===== src/rtl/seven_seg_entry_ctrl.sv =====
// Keypad entry controller for a four-digit seven-segment display.
// It collects up to four hex digits, right-aligned with the newest digit
// in d0. It supports backspace and clear. Enter commits the digits to
// 'value', and the committed entry then blinks on the display until a
// new digit starts another entry.
module seven_seg_entry_ctrl #(
  parameter int BLINK_W = 23
) (
  input  logic        clk,
  input  logic        rst,
  input  logic        key_valid,
  input  logic [1:0]  key_cmd,
  input  logic [3:0]  key_data,
  output logic        key_ready,
  output logic [19:0] disp,
  output logic [15:0] value,
  output logic        value_valid,
  output logic        overflow
);

  typedef enum logic [1:0] {
    EMPTY,
    ENTRY,
    SHOW
  } state_t;

  localparam logic [1:0] CMD_DIGIT = 2'b00;
  localparam logic [1:0] CMD_BKSP  = 2'b01;
  localparam logic [1:0] CMD_CLEAR = 2'b10;
  localparam logic [1:0] CMD_ENTER = 2'b11;
  localparam logic [4:0] BLANK     = 5'b10000;

  state_t              state, state_nxt;
  logic [3:0][3:0]     digits, digits_nxt;   // digits[3] = d3 ... digits[0] = d0
  logic [2:0]          cnt, cnt_nxt;
  logic [BLINK_W-1:0]  blink;
  logic                blink_clr;
  logic [15:0]         value_nxt;
  logic                value_valid_nxt;
  logic                overflow_nxt;
  logic                accept;
  logic                blank_all;

  // The controller is busy only in the cycle that presents a new value.
  assign key_ready = ~value_valid;
  assign accept    = key_valid & key_ready;

  // Next-state logic: decode the accepted keypad event for the current state.
  always_comb begin
    // NOTE: every signal gets a default before the case tree so that no path leaves it unassigned (no latches).
    state_nxt       = state;
    digits_nxt      = digits;
    cnt_nxt         = cnt;
    value_nxt       = value;
    value_valid_nxt = 1'b0;
    overflow_nxt    = 1'b0;
    blink_clr       = 1'b0;

    if (accept) begin
      unique case (state)
        EMPTY: begin
          if (key_cmd == CMD_DIGIT) begin
            digits_nxt = {12'h000, key_data};
            cnt_nxt    = 3'd1;
            state_nxt  = ENTRY;
          end
        end

        ENTRY: begin
          unique case (key_cmd)
            CMD_DIGIT: begin
              if (cnt == 3'd4) begin
                overflow_nxt = 1'b1;   // the digit is dropped and the entry stays as it is
              end else begin
                digits_nxt = {digits[2:0], key_data};
                cnt_nxt    = cnt + 3'd1;
              end
            end
            CMD_BKSP: begin
              digits_nxt = {4'h0, digits[3:1]};
              cnt_nxt    = cnt - 3'd1;
              if (cnt == 3'd1) state_nxt = EMPTY;
            end
            CMD_CLEAR: begin
              digits_nxt = '0;
              cnt_nxt    = 3'd0;
              state_nxt  = EMPTY;
            end
            CMD_ENTER: begin
              value_nxt       = digits;  // unentered positions already hold 0
              value_valid_nxt = 1'b1;
              blink_clr       = 1'b1;    // the committed value is shown first, then blanked
              state_nxt       = SHOW;
            end
            default: ;
          endcase
        end

        SHOW: begin
          if (key_cmd == CMD_DIGIT) begin
            digits_nxt = {12'h000, key_data};
            cnt_nxt    = 3'd1;
            state_nxt  = ENTRY;
          end else if (key_cmd == CMD_CLEAR) begin
            digits_nxt = '0;
            cnt_nxt    = 3'd0;
            state_nxt  = EMPTY;
          end
        end

        default: state_nxt = EMPTY;
      endcase
    end
  end

  // State register. Reset is asynchronous, so an entry is aborted at once.
  always_ff @(posedge clk or negedge rst) begin
    if (!rst) begin
      state       <= EMPTY;
      digits      <= '0;
      cnt         <= 3'd0;
      value       <= 16'h0000;
      value_valid <= 1'b0;
      overflow    <= 1'b0;
    end else begin
      // NOTE: sequential state uses non-blocking assignments so that every register samples pre-edge values.
      state       <= state_nxt;
      digits      <= digits_nxt;
      cnt         <= cnt_nxt;
      value       <= value_nxt;
      value_valid <= value_valid_nxt;
      overflow    <= overflow_nxt;
    end
  end

  // Free-running blink counter. Enter restarts it so SHOW begins in the visible phase.
  always_ff @(posedge clk or negedge rst) begin
    if (!rst)           blink <= '0;
    else if (blink_clr) blink <= '0;
    else                blink <= blink + BLINK_W'(1);
  end

  assign blank_all = (state == EMPTY) || ((state == SHOW) && blink[BLINK_W-1]);

  // Display fields: entered digits are right-aligned. Unused fields and the blink-off phase are blank.
  always_comb begin
    disp = {4{BLANK}};
    if (!blank_all) begin
      for (int k = 0; k < 4; k++) begin
        if (3'(k) < cnt) disp[5*k +: 5] = {1'b0, digits[k]};
      end
    end
  end

endmodule


===== config.mk =====
export PLATFORM = sky130hd
export DESIGN_NAME = seven_seg_entry_ctrl
export DESIGN_NICKNAME = d
export VERILOG_FILES = /design/src/rtl/seven_seg_entry_ctrl.sv
export SDC_FILE = /design/constraint.sdc
export NUM_CORES = 1
export LEC_CHECK = 0
export CELL_PAD_IN_SITES_DETAIL_PLACEMENT = 1
export CELL_PAD_IN_SITES_GLOBAL_PLACEMENT = 2
export CORE_AREA = 2 2 105 107
export CTS_CLUSTER_DIAMETER = 150
export DETAILED_ROUTE_END_ITERATION = 7
export DIE_AREA = 0 0 107 109
export PLACE_DENSITY = 0.8
export SLEW_MARGIN = 30
export SYNTH_ARGS = -nofsm -noshare
export SYNTH_HDL_FRONTEND = slang
export SYNTH_SLANG_ARGS = --single-unit

===== constraint.sdc =====
create_clock -name clk -period 1.9 [get_ports clk]
set_input_delay 0.38 -clock clk [delete_from_list [all_inputs] [get_ports clk]]
set_output_delay 0.38 -clock clk [all_outputs]
set_load 0.02 [all_outputs]

### Yosys cells after proc, flatten, opt, wreduce, memory -nomap -nowiden

Cells that the tools add are included.

| storage, ports and cells | value |
|---|---|
| input port bits | 9 |
| register bits | 62 |
| logic and storage cells | 71 |
| output and inout port bits | 39 |

| operators by class | value |
|---|---|
| $lt $le $gt $ge | 4 |
| bitwise logic cells | 2 |
| muxes and demuxes | 31 |
| add/sub/neg operators | 3 |
| equal/unequal tests | 13 |
| reductions and logical operators | 8 |

Operators with widths:

| kind | number |
|---|---|
| 16-bit case mux with 3 select lines | 2 |
| 16-bit 2-to-1 mux | 4 |
| 23-bit by 1-bit adder with 23-bit output, second input constant | 1 |
| 23-bit 2-to-1 mux | 1 |
| 20-bit 2-to-1 mux | 1 |
| 5-bit 2-to-1 mux | 4 |
| 3-bit case mux with 3 select lines | 2 |
| 3-bit 2-to-1 mux | 4 |
| 2-bit case mux with 3 select lines | 2 |
| 3-bit inequality test, second input constant | 3 |
| 2-bit 2-to-1 mux | 4 |
| 1-bit 2-to-1 mux | 7 |
| 2-bit equality test, second input constant | 3 |
| 1-bit by 3-bit less-than comparator with 1-bit output, first input constant | 2 |
| 2-bit by 3-bit less-than comparator with 1-bit output, first input constant | 2 |
| 6-bit AND reduction | 1 |
| 5-bit AND reduction | 1 |
| 2-bit by 1-bit equality test with 1-bit output, second input constant | 2 |
| 2-bit zero test | 2 |
| 4-bit by 3-bit inequality test with 1-bit output, second input constant | 1 |
| 4-bit inequality test, second input constant | 1 |
| 3-bit by 1-bit adder with 3-bit output, second input constant | 1 |
| 3-bit by 1-bit equality test with 1-bit output, second input constant | 1 |
| 3-bit equality test, second input constant | 1 |
| 8 further kinds | 8 |

### Depth between registers and ports, before layout

Gate-level depths: netlist of run 1.

| depth | value |
|---|---|
| word-level depth | 5 |
| depth in mapped cells | 8 |
| gate-level depth less buffers | 7 |

### Least setup slack after synthesis of run 1

No wires, ideal clock.

| timing | value |
|---|---|
| kind | reg2out |
| from | reg state[0] |
| to | out disp[11] |
| arrival time | 1789 ps |
| path buffers | 0 |
| slack | -269 ps |
| data required time | 1520 ps |
| stages on the path, launching flop included | 7 |
| path through | dfrtp_1 > inv_1 > ha_1 > a21oi_1 > o21a_1 > inv_1 > nor3_1 |

| between the ends | value |
|---|---|
| word-level cells in the longest chain between the ends | 4 |
| elaborated cells between the ends (all ways) | 5 |
| classes of those cells | eq/ne: 1; mux: 1; reduce/logical: 3 |

RTL lines:

| item | line | text |
|---|---|---|
| start: declaration | 33 | `state_t state, state_nxt;` |
| start signal: assignment | 127 | `state <= state_nxt;` |
| 2-bit equality test | 143 | `assign blank_all = (state == EMPTY) \|\| ((state == SHOW) && blink[BLINK_W-1]);` |
| 1-bit logical AND | 143 |  |
| 1-bit logical OR * | 143 |  |
| 20-bit 2-to-1 mux * | 148 | `if (!blank_all) begin` |
| end: declaration | 15 | `output logic [19:0] disp,` |

Mark *: on every way between the ends. The rest lies on a longest branch, timed or not.

### Final worst setup path of run 1

Ends and elaborated chain as after synthesis.

==> reports/qor.yml, run 1 <==
antenna_found_initial: 0
cp_common_cell: "inv_2"
yosys-top-cells-count: "62 x dfrtp_1, 35 x mux2_2, 21 x a21oi_1"
synth_top_area_share_pct: 47.4
drtAntennaViolNets: 0
finalSetupTns_ns: -7.03
report.final.slew_viol_count: 0
vias: 2665
timing.fmax_ghz: 0.461
hpwl_mm: 6.27
path_class: "register to output pin"
grt_pass1_vias: 2903
r2r_slack_ns: -0.24
slew_headroom_pct: 76.5
dr.pass1.iters: 4
path_cells: "inv_2 -> ha_2 -> a21oi_4 -> o21a_1 -> inv_2 -> buf_4 -> nor3_4 -> buf_6"
hold_violations: 0
dieArea_um2: 11700
leakagePower_nw: 2.16
io_pins: 48
synth.distinct_cells: 35
drt-initial-drc-count: 91
numPortBuffers: 47
wl_per_cell_um: 17.1
maxCapViolCount: 0
grt_pass1_wl_mm: 15.7
gp_congestion: 0.805
coreArea_um2: 10600
initial_utilization_pct: 30.9
cts_root_buffer: "clkbuf_8"
r2r_cells: 11
final_layout_size_suffix_gt1_share_pct: 38.3
synth-async-reset-ratio_pct: 100
worstSkewPairLatency_ns: 0.36
yosys_warnings: 0
cts_buffers: 9
grt.total_usage_pct: 17.5
die_h_um: 109
cp-end-kind: "output pin"
ys_seq_area_share_pct: 47.4
slowest_delay_ns: 0.37
htree_levels: 3
syn2layout_area_growth_pct: 46.5
power_density_nw_per_um2: 1320
antenna_cells: 0
peakVddDrop_v: 0.000595
synth_flop_cell: "dfrtp_1"
rows: 38
synth.most_common_cell: "dfrtp_1"
min_path_type: "primary input to asynchronous set/reset pin"
crit_arrival_ns: 1.79
synth_edf_count: 0
finalSetupViolations: 38
wirelength_mm: 9.41
period_needed_ns: 2.17
crit_fanout: 3
synth_area_um2: 3270
period_share_pct: 114
clock-sinks: 62
rsz0062_at_grt: "yes"
synthesis.nets: 332
worst_slack_ns: -0.269
required_ns: 1.52
die_w_um: 107
clk_pin_slew_ns: 0.08
outcome: "finished with violations"
critPathSlowestCell: "dfrtp_1"
avgViaCountPerCell: 4.85
ys_ff_latch: 62
yosys.area.top_type: "dfrtp_1"
synthCells: 308
synth_area_per_cell_um2: 10.6
violations: "setup timing"
grt-ovfl-total: 0
fin_nets: 429
grt_max_degree: 60
fin_skew_ns: 0.00989
cp-start-kind: "register"
clockBufferDepth: 2
synth.top_cells.by_area: "dfrtp_1 47%, mux2_2 12%, ha_1 5.7%, a21oi_1 3.2%, and2_1 2.7%"
cts_tree: "yes"
utilization_pct: 45.2
post-route-drc-count: 0
tightest_slew_ns: 0.351
## power by group
part	switching [W]	internal, W
logic	0.00144	0.00162
clock network	0.000582	0.000609
registers	0.000357	0.00169
total	0.00238	0.00393
## final timing paths
path                                       from               endpoint
min in group clk             blink[0]$_DFF_PN0_     blink[0]$_DFF_PN0_
max in group asynchronous                   rst    blink[10]$_DFF_PN0_
setup / recovery           state[0]$_DFFE_PN0P_               disp[11]
setup reg to reg           state[1]$_DFFE_PN0P_  digits[8]$_DFFE_PN0P_
hold reg to reg              blink[0]$_DFF_PN0_     blink[0]$_DFF_PN0_
hold / removal                              rst  value_valid$_DFF_PN0_
## sequential cells by signal, indices dropped and copies added (netlist names)
signal	count
blink	23
digits	16
value	16
cnt	3
state	2
overflow	1
value_valid	1
## worst max-delay path: cells and delay by family (launching register included)
| family | cells | cell delay (ns) |
|---|---|---|
| buffers and inverters | 4 | 0.41 |
| and+or+nand+nor | 1 | 0.12 |
| AOI/OAI and AO/OA | 2 | 0.33 |
| adders and majority gates | 1 | 0.21 |
| DFF | 1 | 0.37 |
## cells in the final DEF, fill, tap and decap left out, drive strengths merged, types with 10 or more instances in the layout
master,count
a21oi,21
and2,14
buf,70
clkbuf,10
clkdlybuf4s50,24
dfrtp,62
ha,15
inv,17
mux2,35
nand2,11
nand2b,12
nand3,16
nor2,19
o21ai,10
## cell type report
| cell class | count | area, µm² |
|---|---|---|
| clock buffer | 9 | 124 |
| clock inverter | 7 | 73.8 |
| fill | 1143 | 5810 |
| inverter | 16 | 62.6 |
| multi-input combinational | 218 | 1830 |
| sequential | 62 | 1550 |
| tap | 140 | 175 |
| timing repair buffer | 98 | 981 |
## through the flow
stage	power, W	instances	worst slack (ns)	hold WS, ns	instance area, µm²
after floorplan	0.00344	308	-0.0891	0.0844	3350
after global placement	0.00448	522	-0.456	0.202	4280
after detailed placement	0.00459	522	-0.510	0.201	4280
after CTS	0.00631	549	-0.329	0.354	4750
after global routing	0.00673	550	-0.372	0.373	4790
final	0.00631	550	-0.269	0.364	4790
## metal layers
metal / vias to the layer above / GRT usage (%) / part of all wire, %
met5: - / 0 / 0
met4: 0 / 3.80 / 0.82
met3: 8 / 5.68 / 4.6
met2: 50 / 30.2 / 50
met1: 1335 / 21.6 / 45
li1: 1272 / - / -
## logic make-up after synthesis
kind of cell | after synthesis | synth area share [%]
XOR/XNOR | 14 | 3.75
buffers and inverters | 28 | 3.67
flip-flops | 62 | 47.4
AND/OR/NAND/NOR | 111 | 19.2
multiplexers | 36 | 12.4
adder cells (fa/ha/maj) | 15 | 5.74
AO/OA/AOI/OAI | 42 | 7.88
## what timing repair did
| item | 4_1_cts | 5_1_grt |
|---|---|---|
| setup buffers | 7 | 3 |
| hold buffers | 1 | 0 |
| pin swaps | 5 | 7 |
| gates resized for setup | 142 | 18 |
| endpoints found under the hold margin | 3 | 0 |
| cloned | 3 | 1 |
| setup endpoints to repair | 40 | 51 |
(Power assumes the default switching activity.)
==> run 2: changes to the inputs <==
--- a/config.mk
+++ b/config.mk
@@ -5,6 +5,7 @@
 export SDC_FILE = /design/constraint.sdc
 export NUM_CORES = 1
 export LEC_CHECK = 0
+export CAP_MARGIN = 10
 export CELL_PAD_IN_SITES_DETAIL_PLACEMENT = 1
 export CELL_PAD_IN_SITES_GLOBAL_PLACEMENT = 2
 export CORE_AREA = 2 2 105 107
@@ -12,6 +13,8 @@
 export DETAILED_ROUTE_END_ITERATION = 7
 export DIE_AREA = 0 0 107 109
 export PLACE_DENSITY = 0.8
+export RECOVER_POWER = 50
+export SKIP_LAST_GASP = 1
 export SLEW_MARGIN = 30
 export SYNTH_ARGS = -nofsm -noshare
 export SYNTH_HDL_FRONTEND = slang
==> run 2 against run 1 <==
The run still ends with setup timing left. Die area stayed put. Largest cell class unchanged. Critical path type unchanged. Worst setup slack worse by 0.047 ns. Combinational power is 1% lower. Via count is 0.38% higher. Clock skew is 0.00072 ns lower. Routed wire length is 0.99% lower. Fmax is 2.1% lower. Power is 0.77% lower. Sequential cell count stayed put.
==> reports/qor.yml, run 2 (synthesis results as in run 1) <==
min_path_type: "primary input to asynchronous set/reset pin"  # unchanged
outcome: "finished with violations"  # unchanged
syn2layout_area_growth_pct: 45.9  # was 46.5%
grt_max_degree: 60  # unchanged
crit_family: "flip-flops"  # was buffers and inverters
cts_tree: "yes"  # unchanged
cts_buffers: 9  # unchanged
hpwl_mm: 6.27  # unchanged
crit_arrival_ns: 1.84  # was 1.79 ns
timing.fmax_ghz: 0.451  # was 0.461 GHz
cp-start-kind: "register"  # unchanged
cts_root_buffer: "clkbuf_8"  # unchanged
maxCapViolCount: 0  # unchanged
layout_commonest_cell: "dfrtp_1"  # unchanged
path_class: "register to output pin"  # unchanged
power_frac_clock_pct: 18.9  # about the same
switching_share_pct: 37.8  # was 37.7%
violations: "setup timing"  # unchanged
antenna_found_initial: 0  # unchanged
clk_pin_slew_ns: 0.08  # about the same
hold_violations: 0  # unchanged
dr_wl_met2_mm: 4.68  # was 4.71 mm
io_pins: 48  # unchanged
dieArea_um2: 11700  # unchanged
drtAntennaViolNets: 0  # unchanged
clockBufferDepth: 2  # unchanged
period_needed_ns: 2.22  # was 2.17 ns
avgViaCountPerCell: 4.87  # was 4.85
die_w_um: 107  # unchanged
grt_pass1_vias: 2924  # was 2903
fin_cells: 549  # was 550
power_density_nw_per_um2: 1310  # was 1320 nW/µm²
met1_length_mm: 4.06  # was 4.19 mm
gp_congestion: 0.805  # unchanged
worstSkewPairLatency_ns: 0.35  # was 0.36 ns
reg2reg_from: "state[1]$_DFFE_PN0P_"  # unchanged
slew_headroom_pct: 44.6  # was 76.5%
crit_path_start: "state[1]$_DFFE_PN0P_"  # was state[0]$_DFFE_PN0P_
crit_fanout: 3  # unchanged
tightest_slew_ns: 0.832  # was 0.351 ns
p_seq_share_pct: 32.9  # was 32.5%
dp_slack_ns: -0.510  # unchanged
intPower_w: 0.00389  # was 0.00393 W
rows: 38  # unchanged
fin_skew_ns: 0.00917  # was 0.00989 ns
switchingPower_w: 0.00237  # was 0.00238 W
die_h_um: 109  # unchanged
post-route-drc-count: 0  # unchanged
worst_slack_ns: -0.316  # was -0.269 ns
wirelength_mm: 9.32  # was 9.41 mm
slowest_delay_ns: 0.45  # was 0.37 ns
antenna_cells: 0  # unchanged
numPortBuffers: 47  # unchanged
wl_per_cell_um: 17.0  # was 17.1 µm
report.final.slew_viol_count: 0  # unchanged
final_layout_size_suffix_gt1_share_pct: 38.1  # was 38.3%
crit_buf_inv: 4  # unchanged
fin_nets: 428  # was 429
htree_levels: 3  # unchanged
route.met3.wl_um: 410  # was 434 µm
rsz0062_at_grt: "yes"  # unchanged
combPwrFrac_pct: 48.2  # was 48.6%
grt_pass1_wl_mm: 15.5  # was 15.7 mm
layout_common_cells: "62 x dfrtp_1, 35 x buf_4, 24 x clkdlybuf4s50_1, 24 x buf_6"  # was 62 x dfrtp_1, 39 x buf_4, 24 x clkdlybuf4s50_1, 19 x a21oi_1
largest_registers: "blink x23, digits x16, value x16"  # unchanged
finalSetupViolations: 46  # was 38
coreArea_um2: 10600  # unchanged
path_cells: "inv_2 -> ha_4 -> a21oi_4 -> o21a_1 -> inv_2 -> buf_4 -> nor3_4 -> buf_6"  # was inv_2 -> ha_2 -> a21oi_4 -> o21a_1 -> inv_2 -> buf_4 -> nor3_4 -> buf_6
period_share_pct: 117  # was 114%
largest_reg_flops: 23  # unchanged
finalSetupTns_ns: -9.12  # was -7.03 ns
critPathSlowestCell: "dfrtp_1"  # unchanged
grt-ovfl-total: 0  # unchanged
placed_cells: 522  # unchanged
vias: 2675  # was 2665
cp-end-kind: "output pin"  # unchanged
clock-sinks: 62  # unchanged
dr.max_layer_used: "met4"  # unchanged
initial_utilization_pct: 30.9  # unchanged
peakVddDrop_v: 0.000578  # was 0.000595 V
leakagePower_nw: 2.13  # was 2.16 nW
regMostFlops: "blink"  # unchanged
required_ns: 1.52  # about the same
cp_common_cell: "inv_2"  # unchanged
grt.total_usage_pct: 17.3  # was 17.5%
drt-initial-drc-count: 83  # was 91
dr.pass1.iters: 4  # unchanged
-- run 2: cell type report --
cell class                      instances  area, µm²
Fill cell                            1142       5830
Multi-Input combinational cell        218       1830
Sequential cell                        62       1550
Timing Repair Buffer                   97        955
Tap cell                              140        175
Clock buffer                            9        124
Clock inverter                          7       73.8
Inverter                               16       62.6
-- run 2: worst paths after layout --
check | to | slack (ns) | depth (start not counted)
max in group asynchronous | value[4]$_DFFE_PN0P_ | 0.45 | 3
setup / recovery | disp[11] | -0.32 | 8
hold / removal | value_valid$_DFF_PN0_ | 0.37 | 2
setup reg to reg | digits[6]$_DFFE_PN0P_ | -0.30 | 11
min in group clk | blink[0]$_DFF_PN0_ | 0.50 | 1
hold reg to reg | blink[0]$_DFF_PN0_ | 0.50 | 1
-- run 2: repair_timing --
| item | 4_1_cts | 5_1_grt |
|---|---|---|
| setup endpoints to repair | 40 | 54 |
| pin swaps | 5 | 8 |
| hold buffers | 1 | 0 |
| cloned | 3 | 0 |
| buffers inserted | 7 | 3 |
| endpoints found under the hold margin | 3 | 0 |
| resized for setup | 135 | 31 |
-- run 2: layer usage --
layer | vias to the layer above | track usage [%]
met2 | 52 | 29.9
met1 | 1342 | 21.0
met3 | 13 | 4.96
li1 | 1268 | -
met5 | - | 0
met4 | 0 | 5.47
-- run 2: power groups by stage --
stage	clock [W]	sequential (W)	combinational, W
6_report	0.00118	0.00206	0.00302
5_1_grt	0.00128	0.00213	0.00329
4_1_cts	0.00122	0.00205	0.00303
3_5_place_dp	0	0.00207	0.00252
3_3_place_gp	0	0.00204	0.00244
2_1_floorplan	0	0.00207	0.00137
-- run 2: per-stage QoR --
stage          area (µm²)  util [%]  hold WS (ns)  total power (W)
2_1_floorplan        3350         -        0.0844          0.00344
3_3_place_gp         4280      40.3         0.202          0.00448
5_1_grt              4770      45.0         0.391          0.00670
6_report             4770      45.0         0.372          0.00626
3_5_place_dp         4280      40.3         0.201          0.00459
4_1_cts              4720      44.5         0.354          0.00630
==> run 3: changes to the inputs <==
--- a/config.mk
+++ b/config.mk
@@ -19,3 +19,4 @@
 export SYNTH_ARGS = -nofsm -noshare
 export SYNTH_HDL_FRONTEND = slang
 export SYNTH_SLANG_ARGS = --single-unit
+export TNS_END_PERCENT = 50
==> run 3 against run 2 <==
The flow still finishes with violations (setup timing). Cell count shrank 0.73%. Design area shrank 1.6%. Routed wire length shrank 2.8%. Sequential cell count is the same. Global-route usage shrank 1.0 points. Core utilization shrank 0.73 points. Worst setup slack lost 0.055 ns. Worst hold slack gained 0.0031 ns. Clock skew grew 0.0011 ns. Power shrank 3.0%. Highest routed layer unchanged.
==> reports/qor.yml, run 3 (synthesis results as in run 1) <==
hold_violations: 0  # unchanged
cts_buffers: 9  # unchanged
regMostFlops: "blink"  # unchanged
crit_fanout: 9  # was 3
largest_registers: "blink x23, digits x16, value x16"  # unchanged
rsz0062_at_grt: "yes"  # unchanged
met1_usage_pct: 19.9  # was 21.0%
worst_slack_ns: -0.371  # was -0.316 ns
wirelength_mm: 9.06  # was 9.32 mm
top_usage_layer: "met2"  # unchanged
wl_per_cell_um: 16.6  # was 17.0 µm
dp_slack_ns: -0.510  # unchanged
clk_pin_slew_ns: 0.08  # about the same
syn2layout_area_growth_pct: 43.5  # was 45.9%
cp-end-kind: "register"  # was output pin
grt.total_usage_pct: 16.3  # was 17.3%
cp-start-kind: "register"  # unchanged
largest_reg_flops: 23  # unchanged
grt_pass1_vias: 2863  # was 2924
placed_cells: 522  # unchanged
reg2reg_from: "state[1]$_DFFE_PN0P_"  # unchanged
cts_root_buffer: "clkbuf_8"  # unchanged
drtAntennaViolNets: 0  # unchanged
die_w_um: 107  # unchanged
die_h_um: 109  # unchanged
path_cells: "inv_2 -> buf_4 -> buf_4 -> ha_4 -> nand4_1 -> o41ai_4 -> nor4_4 -> buf_4 -> clkbuf_16 -> mux2_4"  # was inv_2 -> ha_4 -> a21oi_4 -> o21a_1 -> inv_2 -> buf_4 -> nor3_4 -> buf_6
whs_ns: 0.375  # was 0.372 ns
gr-usage-met3_pct: 5.62  # was 4.96%
peakVddDrop_v: 0.000578  # about the same
numPortBuffers: 47  # unchanged
timing.rr.end: "digits[11]$_DFFE_PN0P_"  # was digits[6]$_DFFE_PN0P_
tightest_slew_ns: 0.845  # was 0.832 ns
gr-usage-met2_pct: 27.8  # was 29.9%
clock-sinks: 62  # unchanged
clockBufferDepth: 2  # unchanged
slowest_delay_ns: 0.43  # was 0.45 ns
dr.pass1.iters: 4  # unchanged
report.final.slew_viol_count: 0  # unchanged
rows: 38  # unchanged
vias: 2668  # was 2675
antenna_found_initial: 0  # unchanged
layout_common_cells: "62 x dfrtp_1, 37 x buf_4, 26 x clkdlybuf4s50_1, 19 x a21oi_1, 19 x buf_6"  # was 62 x dfrtp_1, 35 x buf_4, 24 x clkdlybuf4s50_1, 24 x buf_6
fin_skew_ns: 0.0103  # was 0.00917 ns
fin_cells: 545  # was 549
fin_area_um2: 4700  # was 4770 µm²
dieArea_um2: 11700  # unchanged
gp_congestion: 0.805  # unchanged
cp_common_cell: "buf_4"  # was inv_2
grt-ovfl-total: 0  # unchanged
crit_path_start: "state[1]$_DFFE_PN0P_"  # unchanged
final_layout_size_suffix_gt1_share_pct: 36.0  # was 38.1%
placed_area_um2: 4280  # unchanged
path_class: "register to register"  # was register to output pin
r2r_slack_ns: -0.37  # was -0.30 ns
crit_arrival_ns: 2.51  # was 1.84 ns
htree_levels: 3  # unchanged
initial_utilization_pct: 30.9  # unchanged
cts_tree: "yes"  # unchanged
power_density_nw_per_um2: 1290  # was 1310 nW/µm²
required_ns: 2.14  # was 1.52 ns
r2r_cells: 10  # was 11
avgViaCountPerCell: 4.90  # was 4.87
hpwl_mm: 6.27  # unchanged
worstSkewPairLatency_ns: 0.35  # about the same
outcome: "finished with violations"  # unchanged
min_path_type: "primary input to asynchronous set/reset pin"  # unchanged
coreArea_um2: 10600  # unchanged
grt_pass1_wl_mm: 14.8  # was 15.5 mm
violations: "setup timing"  # unchanged
critPathSlowestCell: "dfrtp_1"  # unchanged
io_pins: 48  # unchanged
post-route-drc-count: 0  # unchanged
timing.fmax_ghz: 0.440  # was 0.451 GHz
maxCapViolCount: 0  # unchanged
fin_nets: 424  # was 428
antenna_cells: 0  # unchanged
total_power_w: 0.00607  # was 0.00626 W
period_needed_ns: 2.27  # was 2.22 ns
finalSetupViolations: 56  # was 46
layout_commonest_cell: "dfrtp_1"  # unchanged
grt_max_degree: 60  # unchanged
slew_headroom_pct: 43.6  # was 44.6%
leakagePower_nw: 2.10  # was 2.13 nW
period_share_pct: 120  # was 117%
drt-initial-drc-count: 68  # was 83
==> run 3: worst max path at each step <==
| stage | end | slack, ns | cells after the start |
|---|---|---|---|
| after global placement | cnt[1]$_DFFE_PN0P_ | -0.46 | 7 |
| after detailed placement | digits[5]$_DFFE_PN0P_ | -0.51 | 8 |
| after floorplan | cnt[1]$_DFFE_PN0P_ | -0.09 | 7 |
| after global routing | digits[11]$_DFFE_PN0P_ | -0.44 | 10 |
| final | digits[11]$_DFFE_PN0P_ | -0.37 | 10 |
| after CTS | disp[11] | -0.33 | 8 |
==> run 3: critical path, delay by kind of cell, from the launching register on <==
kind | cells | cell delay [ns]
AND/OR/NAND/NOR | 2 | 0.40
AO/OA/AOI/OAI | 1 | 0.12
adder cells (fa/ha/maj) | 1 | 0.15
multiplexers | 1 | 0.30
buffers and inverters | 5 | 0.75
flip-flops | 1 | 0.43
==> run 3: metal layers <==
metal	part of all wire (%)	vias up
met5	0	-
met4	1.1	0
met3	4.8	9
met2	50	57
met1	44	1343
li1	-	1259
==> run 3: final cells by class <==
type	instances	area, µm²
inverter	16	60.1
sequential	62	1550
multi-input combinational	218	1810
clock inverter	7	73.8
clock buffer	9	124
tap	140	175
fill	1157	5910
timing repair buffer	93	898
==> run 3: what timing repair did <==
action	4_1_cts	5_1_grt
cloned	0	2
hold endpoints to repair	3	0
pin swaps	1	2
resized for setup	114	33
setup buffers	1	3
hold buffers	1	0
setup endpoints to repair	40	58
==> run 3: report_power, final <==
group	internal (W)	switching, W	total [W]
Clock	0.000609	0.000568	0.00118
Sequential	0.00169	0.000359	0.00205
Combinational	0.00148	0.00136	0.00284
Total	0.00378	0.00229	0.00607
==> run 3: through the flow <==
stage          TNS [ns]  utilization (%)
2_1_floorplan    -0.937                -
3_3_place_gp     -21.59             40.3
3_5_place_dp     -25.37             40.3
4_1_cts           -6.46             42.5
5_1_grt          -16.05             44.3
6_report         -10.79             44.3
